File: src/rtl/ac_pkg.sv
// ac_pkg: shared state encoding and default widths for the access-control output stage
package ac_pkg;
  typedef enum logic [1:0] {IDLE, RUN, DRAIN} ac_out_state_e;
  localparam int AC_DIM_WIDTH = 16;
  localparam int AC_DATA_WIDTH = 24;
endpackage

File: src/rtl/ac_out_fifo.sv
// ac_out_fifo: synchronous FIFO (clk, rst_n, push/wdata, pop/rdata, full/empty), head readable one cycle after the push
module ac_out_fifo #(
  parameter int DATA_WIDTH = 24,
  parameter int FIFO_DEPTH = 8
) (
  input  logic                  clk,
  input  logic                  rst_n,
  input  logic                  push,
  input  logic [DATA_WIDTH-1:0] wdata,
  input  logic                  pop,
  output logic [DATA_WIDTH-1:0] rdata,
  output logic                  full,
  output logic                  empty
);
  localparam int AW = $clog2(FIFO_DEPTH);
  logic [DATA_WIDTH-1:0] mem [FIFO_DEPTH];
  logic [AW:0] wr_ptr, rd_ptr;
  logic we, re;
  assign we = push && !full;
  assign re = pop && !empty;
  assign empty = wr_ptr == rd_ptr;
  assign full = wr_ptr == {~rd_ptr[AW], rd_ptr[AW-1:0]};
  assign rdata = empty ? '0 : mem[rd_ptr[AW-1:0]];
  always_ff @(posedge clk) begin
    if (!rst_n) begin
      wr_ptr <= '0;
      rd_ptr <= '0;
    end else begin
      if (we) wr_ptr <= wr_ptr + (AW+1)'(1);
      if (re) rd_ptr <= rd_ptr + (AW+1)'(1);
    end
  end
  always_ff @(posedge clk) if (we) mem[wr_ptr[AW-1:0]] <= wdata;
endmodule

File: src/rtl/ac_out_packer.sv
// ac_out_packer: frames up-sampled pixels (us_pix_*) onto AXI-Stream (m_axis_*) per cfg dims, with busy/cfg_err/interrupt_updone status
module ac_out_packer
  import ac_pkg::*;
#(
  parameter int DATA_WIDTH = AC_DATA_WIDTH,
  parameter int FIFO_DEPTH = 8,
  parameter int DIM_WIDTH  = AC_DIM_WIDTH
) (
  input  logic                    clk,
  input  logic                    rst_n,
  input  logic                    cfg_start,
  input  logic [DIM_WIDTH-1:0]    cfg_dst_width,
  input  logic [DIM_WIDTH-1:0]    cfg_dst_height,
  input  logic                    irq_clr,
  input  logic                    us_pix_valid,
  input  logic [DATA_WIDTH-1:0]   us_pix_data,
  output logic                    us_pix_ready,
  output logic                    m_axis_tvalid,
  output logic [DATA_WIDTH-1:0]   m_axis_tdata,
  output logic [DATA_WIDTH/8-1:0] m_axis_tkeep,
  output logic                    m_axis_tuser,
  output logic                    m_axis_tlast,
  input  logic                    m_axis_tready,
  output logic                    busy,
  output logic                    cfg_err,
  output logic                    interrupt_updone
);
  localparam int TW = 2 * DIM_WIDTH;
  ac_out_state_e state, state_nxt;
  logic [DIM_WIDTH-1:0] w, h, col, row;
  logic [TW-1:0] total, in_cnt;
  logic full, empty, push, pop, start_ok, done, col_end;
  ac_out_fifo #(.DATA_WIDTH(DATA_WIDTH), .FIFO_DEPTH(FIFO_DEPTH)) u_fifo (
    .clk(clk), .rst_n(rst_n), .push(push), .wdata(us_pix_data),
    .pop(pop), .rdata(m_axis_tdata), .full(full), .empty(empty)
  );
  assign start_ok = state == IDLE && cfg_start && |cfg_dst_width && |cfg_dst_height;
  assign us_pix_ready = state == RUN && !full && in_cnt < total;
  assign push = us_pix_valid && us_pix_ready;
  assign pop = m_axis_tvalid && m_axis_tready;
  assign col_end = col == w - DIM_WIDTH'(1);
  assign done = state == DRAIN && pop && col_end && row == h - DIM_WIDTH'(1);
  assign busy = state != IDLE;
  assign m_axis_tvalid = !empty;
  assign m_axis_tkeep = {(DATA_WIDTH/8){m_axis_tvalid}};
  assign m_axis_tuser = busy && m_axis_tvalid && row == '0 && col == '0;
  assign m_axis_tlast = m_axis_tvalid && col_end;
  // DRAIN is entered on the edge of the final push so the last pop always happens in DRAIN
  always_comb
    state_nxt = start_ok ? RUN :
                (state == RUN && push && in_cnt + TW'(1) == total) ? DRAIN :
                done ? IDLE : state;
  always_ff @(posedge clk) begin
    if (!rst_n) begin
      state <= IDLE;
      w <= '0;
      h <= '0;
      total <= '0;
      in_cnt <= '0;
      col <= '0;
      row <= '0;
      cfg_err <= 1'b0;
      interrupt_updone <= 1'b0;
    end else begin
      state <= state_nxt;
      if (start_ok) begin
        w <= cfg_dst_width;
        h <= cfg_dst_height;
        total <= TW'(cfg_dst_width) * TW'(cfg_dst_height);
        in_cnt <= '0;
        col <= '0;
        row <= '0;
      end else begin
        if (push) in_cnt <= in_cnt + TW'(1);
        if (pop) begin
          col <= col_end ? '0 : col + DIM_WIDTH'(1);
          if (col_end) row <= row + DIM_WIDTH'(1);
        end
      end
      if (state == IDLE && cfg_start) cfg_err <= !start_ok;
      interrupt_updone <= done || (interrupt_updone && !irq_clr);
    end
  end
endmodule
File: config.mk
export PLATFORM = sky130hd
export DESIGN_NAME = ac_out_packer
export DESIGN_NICKNAME = d
export VERILOG_FILES = /design/src/rtl/ac_pkg.sv /design/src/rtl/ac_out_fifo.sv /design/src/rtl/ac_out_packer.sv
export SDC_FILE = /design/constraint.sdc
export NUM_CORES = 1
export LEC_CHECK = 0
export CORE_UTILIZATION = 35
export CTS_CLUSTER_DIAMETER = 200
export CTS_CLUSTER_SIZE = 28
export DETAILED_ROUTE_END_ITERATION = 12
export GPL_ROUTABILITY_DRIVEN = 0
export MAX_ROUTING_LAYER = met4
export REMOVE_ABC_BUFFERS = 1
export SLEW_MARGIN = 20
export SYNTH_ARGS = -nofsm -noshare
export SYNTH_HDL_FRONTEND = slang
export SYNTH_SLANG_ARGS = --single-unit
File: constraint.sdc
create_clock -name clk -period 9.5 [get_ports clk]
set_clock_uncertainty 0.15 [all_clocks]
set_input_delay 1.9 -clock clk [delete_from_list [all_inputs] [get_ports clk]]
set_output_delay 1.9 -clock clk [all_outputs]
set_load 0.01 [all_outputs]
Word level (Yosys, flattened, before mapping)
Memory sizes are Yosys's and may differ from the RTL's. A register that Yosys moved wholly into a read port is not among the register bits. Cells that the tools add are included.

Bitwise gates (word level): 2. Mux-type cells: 9. Equal/unequal tests: 7. $lt $le $gt $ge: 1. Reductions and logical operators: 34. Add/subtract/negate cells: 7. $mul: 1.

Operator list (number): $add 16x1->16 const B (2); $add 32x1->32 const B (1); $eq 16x16->1 (2); $eq 32x32->1 (1); $logic_not 16->1 (2); $lt 32x32->1 (1); $mul 16x16->32 (1); $reduce_or 16->1 (2); $sub 16x1->16 const B (2); $mux 24 (1); $logic_and 1x1->1 (19); $mux 16 (1); $add 4x1->4 const B (2); $eq 4x4->1 (2); $mux 3 (2); $logic_not 1->1 (4); $mux 2 (2); $reduce_bool 2->1 (2); $mux 1 (3); $reduce_bool 3->1 (1); $eq 2x1->1 const B (1); $eq 2x2->1 const B (1); $logic_not 2->1 (1); $not 1->1 (2); 3 further kinds (3).

Input port bits: 62. Memories kept: 1. Memory bits (writable): 192. Output and inout port bits: 34. Register bits: 140. Word-level logic and storage cells: 74.

Memories: u_fifo.mem (depth 8, bits a word 24, read ports 1, clocked after memory_dff 1, write ports 1, RTL line ac_out_fifo.sv:16) `logic [DATA_WIDTH-1:0] mem [FIFO_DEPTH];`.

Logic depth before layout (Yosys ltp)
Word-level depth: 10. Mapped depth: 24. Mapped depth without buffers: 21.

By module
Synthesis repeated with hierarchy kept, for this count alone.

Cells, all modules: 2467. Area total of the unflattened synthesis: 24945.2 um^2.

By module, submodules not included: ac_out_packer (instances 1, cells an instance 2081, sequential area each 2642.5 um^2, area an instance 16854.9 um^2); ac_out_fifo (instances 1, cells an instance 386, sequential area each 5985.7 um^2, area an instance 8090.3 um^2).

Least setup slack after synthesis
Ideal clock, no wire load.

Kind: input port to flip-flop. From: input cfg_dst_height[1]. To: register total[27]. Stages on the path: 20. Buffers on the path: 2. Library setup time: 140 ps. Arrival time: 7781 ps. Setup slack: 1429 ps. Data required time: 9210 ps. Path through: clkbuf_1 -> clkbuf_1 -> nand2_1 -> fa_1 -> fa_1 -> inv_1 -> fa_1 -> fa_1 -> fa_1 -> inv_1 -> fa_1 -> inv_1 -> ha_1 -> a21o_1 -> a2111oi_0 -> a2111oi_0 -> or4b_2 -> a31oi_1 -> or4_1 -> o311ai_0.

Cells in the longest elaborated chain, start to end: 2. Elaborated cells between the ends (all ways): 3. Those cells by class: 1 x mul; 2 x reduce/logical.

Ends and longest elaborated chain: from (decl) (RTL line ac_out_packer.sv:13) `input logic [DIM_WIDTH-1:0] cfg_dst_height,`; branches (longest 2 deep; another with $mul 16x16->32); to (signal assigned) (RTL line ac_out_packer.sv:69) `total <= TW'(cfg_dst_width) * TW'(cfg_dst_height);`; to (decl) (RTL line ac_out_packer.sv:31) `logic [TW-1:0] total, in_cnt;`.

Parallel ways; which one is timed is not known. A chain may end at the register's enable or synchronous reset.

Worst setup path after layout
From: input cfg_dst_width[8]. To: register total[27].

Cells in the longest elaborated chain, start to end: 3. Elaborated cells between the ends (all ways): 4. Those cells by class: 1 x mul; 3 x reduce/logical.

Ends and longest elaborated chain: from (decl) (RTL line ac_out_packer.sv:12) `input logic [DIM_WIDTH-1:0] cfg_dst_width,`; branches (longest 3 deep; another with $mul 16x16->32).

Parallel ways; which one is timed is not known.

==> qor_table.md <==
| Stage | Result | This run |
|:---|:---|:---|
| outcome | Run status | finished clean |
| clock network | Worst-skew pair later-pin latency | 0.55 ns |
| floorplanning | Area of the placeable core | 70030 sq um |
| floorplanning | Die boundary width | 268.1 um |
| sta | Pins Over Slew Limit | 0 |
| critical path | Worst EP arrival | 8.69 ns |
| logic synthesis | Most common library cells after synthesis | 308 x sky130_fd_sc_hd__nand2_1, 300 x sky130_fd_sc_hd__inv_1, 194 x sky130_fd_sc_hd__fa_1 |
| clock network | Clock net sink count | 335 |
| logic synthesis | Seq/Total Area, Yosys | 34.82% |
| logic synthesis | Cell Area, Synth | 24780 sq um |
| critical path | Data required time of the worst path | 9.72 ns |
| sta | Fmax | 118.2 MHz |
| route | Via count of the routed design | 18030 |
| finish | Share of post-route cells with drive strength above 1 | 6.444% |
| clock network | CTS H-tree depth | 1 |
| route | Number of DRC violations after detailed routing | 0 |
| clock network | Count of cells resized by post-cts repair | 0 |
| logic synthesis | Synth top area share | 23.27% |
| logic synthesis | Post-synth EDFFs | 192 |
| worst hold path | Path type of the worst min-delay path | flop to flop |
| clock network | Number of hold-repair buffers added at the cts stage | 0 |
| logic synthesis | Count of cell types in the netlist | 69 |
| route | Violation count after the first detailed-routing iteration | 1140 |
| grt | Vias in the first global route | 18410 |
| placement | # port buffers | 95 |
| floorplanning | Count of boundary I/O pins | 96 |
| logic synthesis | Flip-flop and latch count after synthesis | 335 |
| route | Via density | 5.218 |
| route | Number of nets with antenna violations after detailed routing | 0 |
| logic synthesis | Synthesized area divided by synthesized cell count | 10.01 sq um |
| sta | Hold Violations, Final | 0 |
| logic synthesis | Number of instances in the synthesized netlist | 2476 |
| sta | Worst-case setup margin in the final layout | 1.037 ns |
| sta | Final setup violating endpoints | 0 |
| critical path | Kind of end point of the critical path | flop |
| placement | Detailed Place HPWL | 44.92 mm |
| finish | Net total in the final layout | 2907 |
| floorplanning | Placement row count | 97 |
| critical path | CP Max Fanout | 10 |
| critical path | Register-to-Register Path Depth | 10 |
| floorplanning | Effective utilization at floorplan | 35.39% |
| floorplanning | Die area | 71870 sq um |
| grt | Largest net degree at the start of global routing | 81 |
| power and ir drop | Maximum VDD drop | 0.0002719 V |
| worst hold path | Min-Delay Path Depth | 2 |
| logic synthesis | Ranking of synthesized cells by area | sky130_fd_sc_hd__edfxtp_1 23%, sky130_fd_sc_hd__fa_1 16%, sky130_fd_sc_hd__dfxtp_1 12% |
| grt | Global-route wire length before repair | 98.34 mm |
| logic synthesis | Area leader, netlist | sky130_fd_sc_hd__edfxtp_1 |
| route | Avg WL per Cell | 17.73 um |
| clock network | Clock Pin Slew Worst Setup and Hold Paths | 0.11 ns |
| clock network | Buffer count from post-CTS setup fixing | 0 |
| logic synthesis | Number of warnings reported in the yosys synthesis log | 0 |
| logic synthesis | Share of flip-flops with an asynchronous set or reset after synthesis | 0% |
| placement | Setup slack at placement | 0.5635 ns |
| sta | RSZ-0062 raised after global routing | false |
| clock network | Number of buffers added by the clock tree synthesis step | 15 |
| sta | Tightest slew margin relative to the limit | 31.26% |
| route | Total Wirelength | 61.25 mm |
| grt | Total global routing track utilization | 17.59% |
| power and ir drop | Cell Pwr Density | 234.3 nW/um^2 |
| flow run | Count of max-cap constraint violations | 0 |
| critical path | Startpoint Class | primary input |
| sta | Fin crit period | 8.463 ns |
| route | 1st-pass router iterations | 5 |
| clock network | Root buffer selected by CTS | sky130_fd_sc_hd__clkbuf_16 |
| grt | Total grt overflow | 0 |
| power and ir drop | Leak | 10.77 nW |
| critical path | Setup CP Type | primary input to flop |
| sta | Period utilisation layout | 89.08% |
| logic synthesis | Top_reg_cell synth | sky130_fd_sc_hd__edfxtp_1 |
| logic synthesis | Dominant cell by count in the synthesized netlist | sky130_fd_sc_hd__nand2_1 |
| clock network | Maximum buffer depth of the clock tree | 3 |
| clock network | TritonCTS clock tree | done |
| finish | Layout-stage area growth over the synthesis result | 10.16% |
| sta | Slew @ Worst Pin | 1.027 ns |
| floorplanning | Die outline height | 268.1 um |
| sta | Setup Total Neg Slack | 0 ns |
| grt | Antenna violations before repair | 1 |
## sequential cells by signal, indices dropped and copies added, names as in the netlist, named ones only
register          cells
state                 2
u_fifo.rd_ptr         4
col                  16
u_fifo.mem          192
total                32
w                    16
u_fifo.wr_ptr         4
in_cnt               32
interrupt_updone      1
cfg_err               1
h                    16
row                  16
## cell families (layout without fill, tap and decap cells)
| kind of cell | after synthesis | count (layout) | synth area share (%) |
|---|---|---|---|
| XOR/XNOR | 121 | 121 | 4.276 |
| flip-flops | 335 | 335 | 34.82 |
| buffers and inverters | 435 | 473 | 6.649 |
| multiplexers | 94 | 94 | 6.230 |
| AND/OR/NAND/NOR | 849 | 849 | 16.97 |
| AO/OA/AOI/OAI | 303 | 303 | 8.058 |
| other | 0 | 1 | 0 |
| adder cells (fa/ha/maj) | 339 | 339 | 22.99 |
## worst max-delay path, cell delays in order
cell	delay [ns]
sky130_fd_sc_hd__clkdlybuf4s50_1	0.69
sky130_fd_sc_hd__and2_1	0.33
sky130_fd_sc_hd__fa_1	0.55
sky130_fd_sc_hd__inv_1	0.06
sky130_fd_sc_hd__fa_1	0.46
sky130_fd_sc_hd__fa_1	0.51
sky130_fd_sc_hd__inv_1	0.05
sky130_fd_sc_hd__fa_1	0.48
sky130_fd_sc_hd__fa_1	0.49
sky130_fd_sc_hd__inv_1	0.05
sky130_fd_sc_hd__fa_1	0.47
sky130_fd_sc_hd__inv_1	0.04
sky130_fd_sc_hd__ha_1	0.36
sky130_fd_sc_hd__a21oi_1	0.16
sky130_fd_sc_hd__o21ai_0	0.12
sky130_fd_sc_hd__a2111oi_0	0.49
sky130_fd_sc_hd__a2111oi_0	0.31
sky130_fd_sc_hd__or4b_2	0.69
sky130_fd_sc_hd__a31oi_1	0.24
sky130_fd_sc_hd__or4_1	0.13
sky130_fd_sc_hd__o311ai_0	0.12
## worst paths after layout
kind | end | slack, ns | from
worst max-delay path | total[27] | 1.04 | cfg_dst_width[8]
worst min-delay path | h[15] | 0.33 | h[15]
worst max register to register | state[1] | 4.91 | w[0]
worst min register to register | h[15] | 0.33 | h[15]
## stage by stage
stage	total power, mW	cell area (sq um)	hold slack (ns)	util [%]	cells
after floorplan	4.722	24260	0.2862	-	2342
after global placement	5.599	26860	0.3070	38.36	3429
after detailed placement	5.664	26860	0.3124	38.36	3429
after CTS	6.454	27280	0.3279	38.96	3454
after global routing	7.062	27300	0.3593	38.98	3455
final	6.397	27300	0.3274	38.98	3455
## per-layer routing
metal	routed length, um	share of wire [%]	GRT usage [%]	up-vias
met5	0	0	-	-
met1	27220	44	22.54	8964
li1	-	-	-	8485
met4	1665	2.7	5.328	0
met3	3240	5.3	2.181	106
met2	29130	48	29.00	473
## power by group
part	switching (mW)	total (mW)	internal [mW]	leakage (nW)
sequential	0.0719	1.66	1.59	2.89
combinational	2.24	3.98	1.74	7.67
clock	0.455	0.759	0.304	0.200
total	2.77	6.40	3.63	10.8
## cells in the final DEF, fill, tap and decap left out, types with 9 or more instances in the layout
master	synthesis	layout
sky130_fd_sc_hd__xnor2_1	68	68
sky130_fd_sc_hd__nor2_1	127	126
sky130_fd_sc_hd__and3_1	27	27
sky130_fd_sc_hd__o41ai_1	9	9
sky130_fd_sc_hd__xor2_1	53	53
sky130_fd_sc_hd__ha_1	145	145
sky130_fd_sc_hd__nor3_1	36	34
sky130_fd_sc_hd__a21oi_1	106	106
sky130_fd_sc_hd__a31o_2	20	20
sky130_fd_sc_hd__o21a_1	9	9
sky130_fd_sc_hd__clkdlybuf4s50_1	0	95
sky130_fd_sc_hd__mux4_2	48	48
sky130_fd_sc_hd__clkbuf_1	116	9
sky130_fd_sc_hd__a31oi_1	24	24
sky130_fd_sc_hd__dfxtp_1	143	141
sky130_fd_sc_hd__edfxtp_1	192	192
sky130_fd_sc_hd__nand2_1	308	308
sky130_fd_sc_hd__a21o_1	19	19
sky130_fd_sc_hd__and2_1	127	127
sky130_fd_sc_hd__nand2b_1	11	11
sky130_fd_sc_hd__or3_1	35	35
sky130_fd_sc_hd__fa_1	194	194
sky130_fd_sc_hd__clkbuf_16	0	15
sky130_fd_sc_hd__nor2b_1	10	10
sky130_fd_sc_hd__o21ai_0	37	37
sky130_fd_sc_hd__nand3_1	46	46
sky130_fd_sc_hd__nand4b_1	9	9
sky130_fd_sc_hd__buf_4	3	52
sky130_fd_sc_hd__mux2i_1	44	44
sky130_fd_sc_hd__inv_1	300	299
sky130_fd_sc_hd__nand4_1	39	39
sky130_fd_sc_hd__nor4_1	39	32
## final cells by class
type | instances | area [sq um]
Timing Repair Buffer | 147 | 1341
Clock buffer | 24 | 409.1
Fill cell | 6861 | 42730
Sequential cell | 335 | 8633
Inverter | 301 | 1130
Clock inverter | 1 | 8.758
Multi-Input combinational cell | 1706 | 14600
Tap cell | 940 | 1176
Antenna cell | 1 | 2.502
No activity file was read; power rests on OpenSTA's default activity.
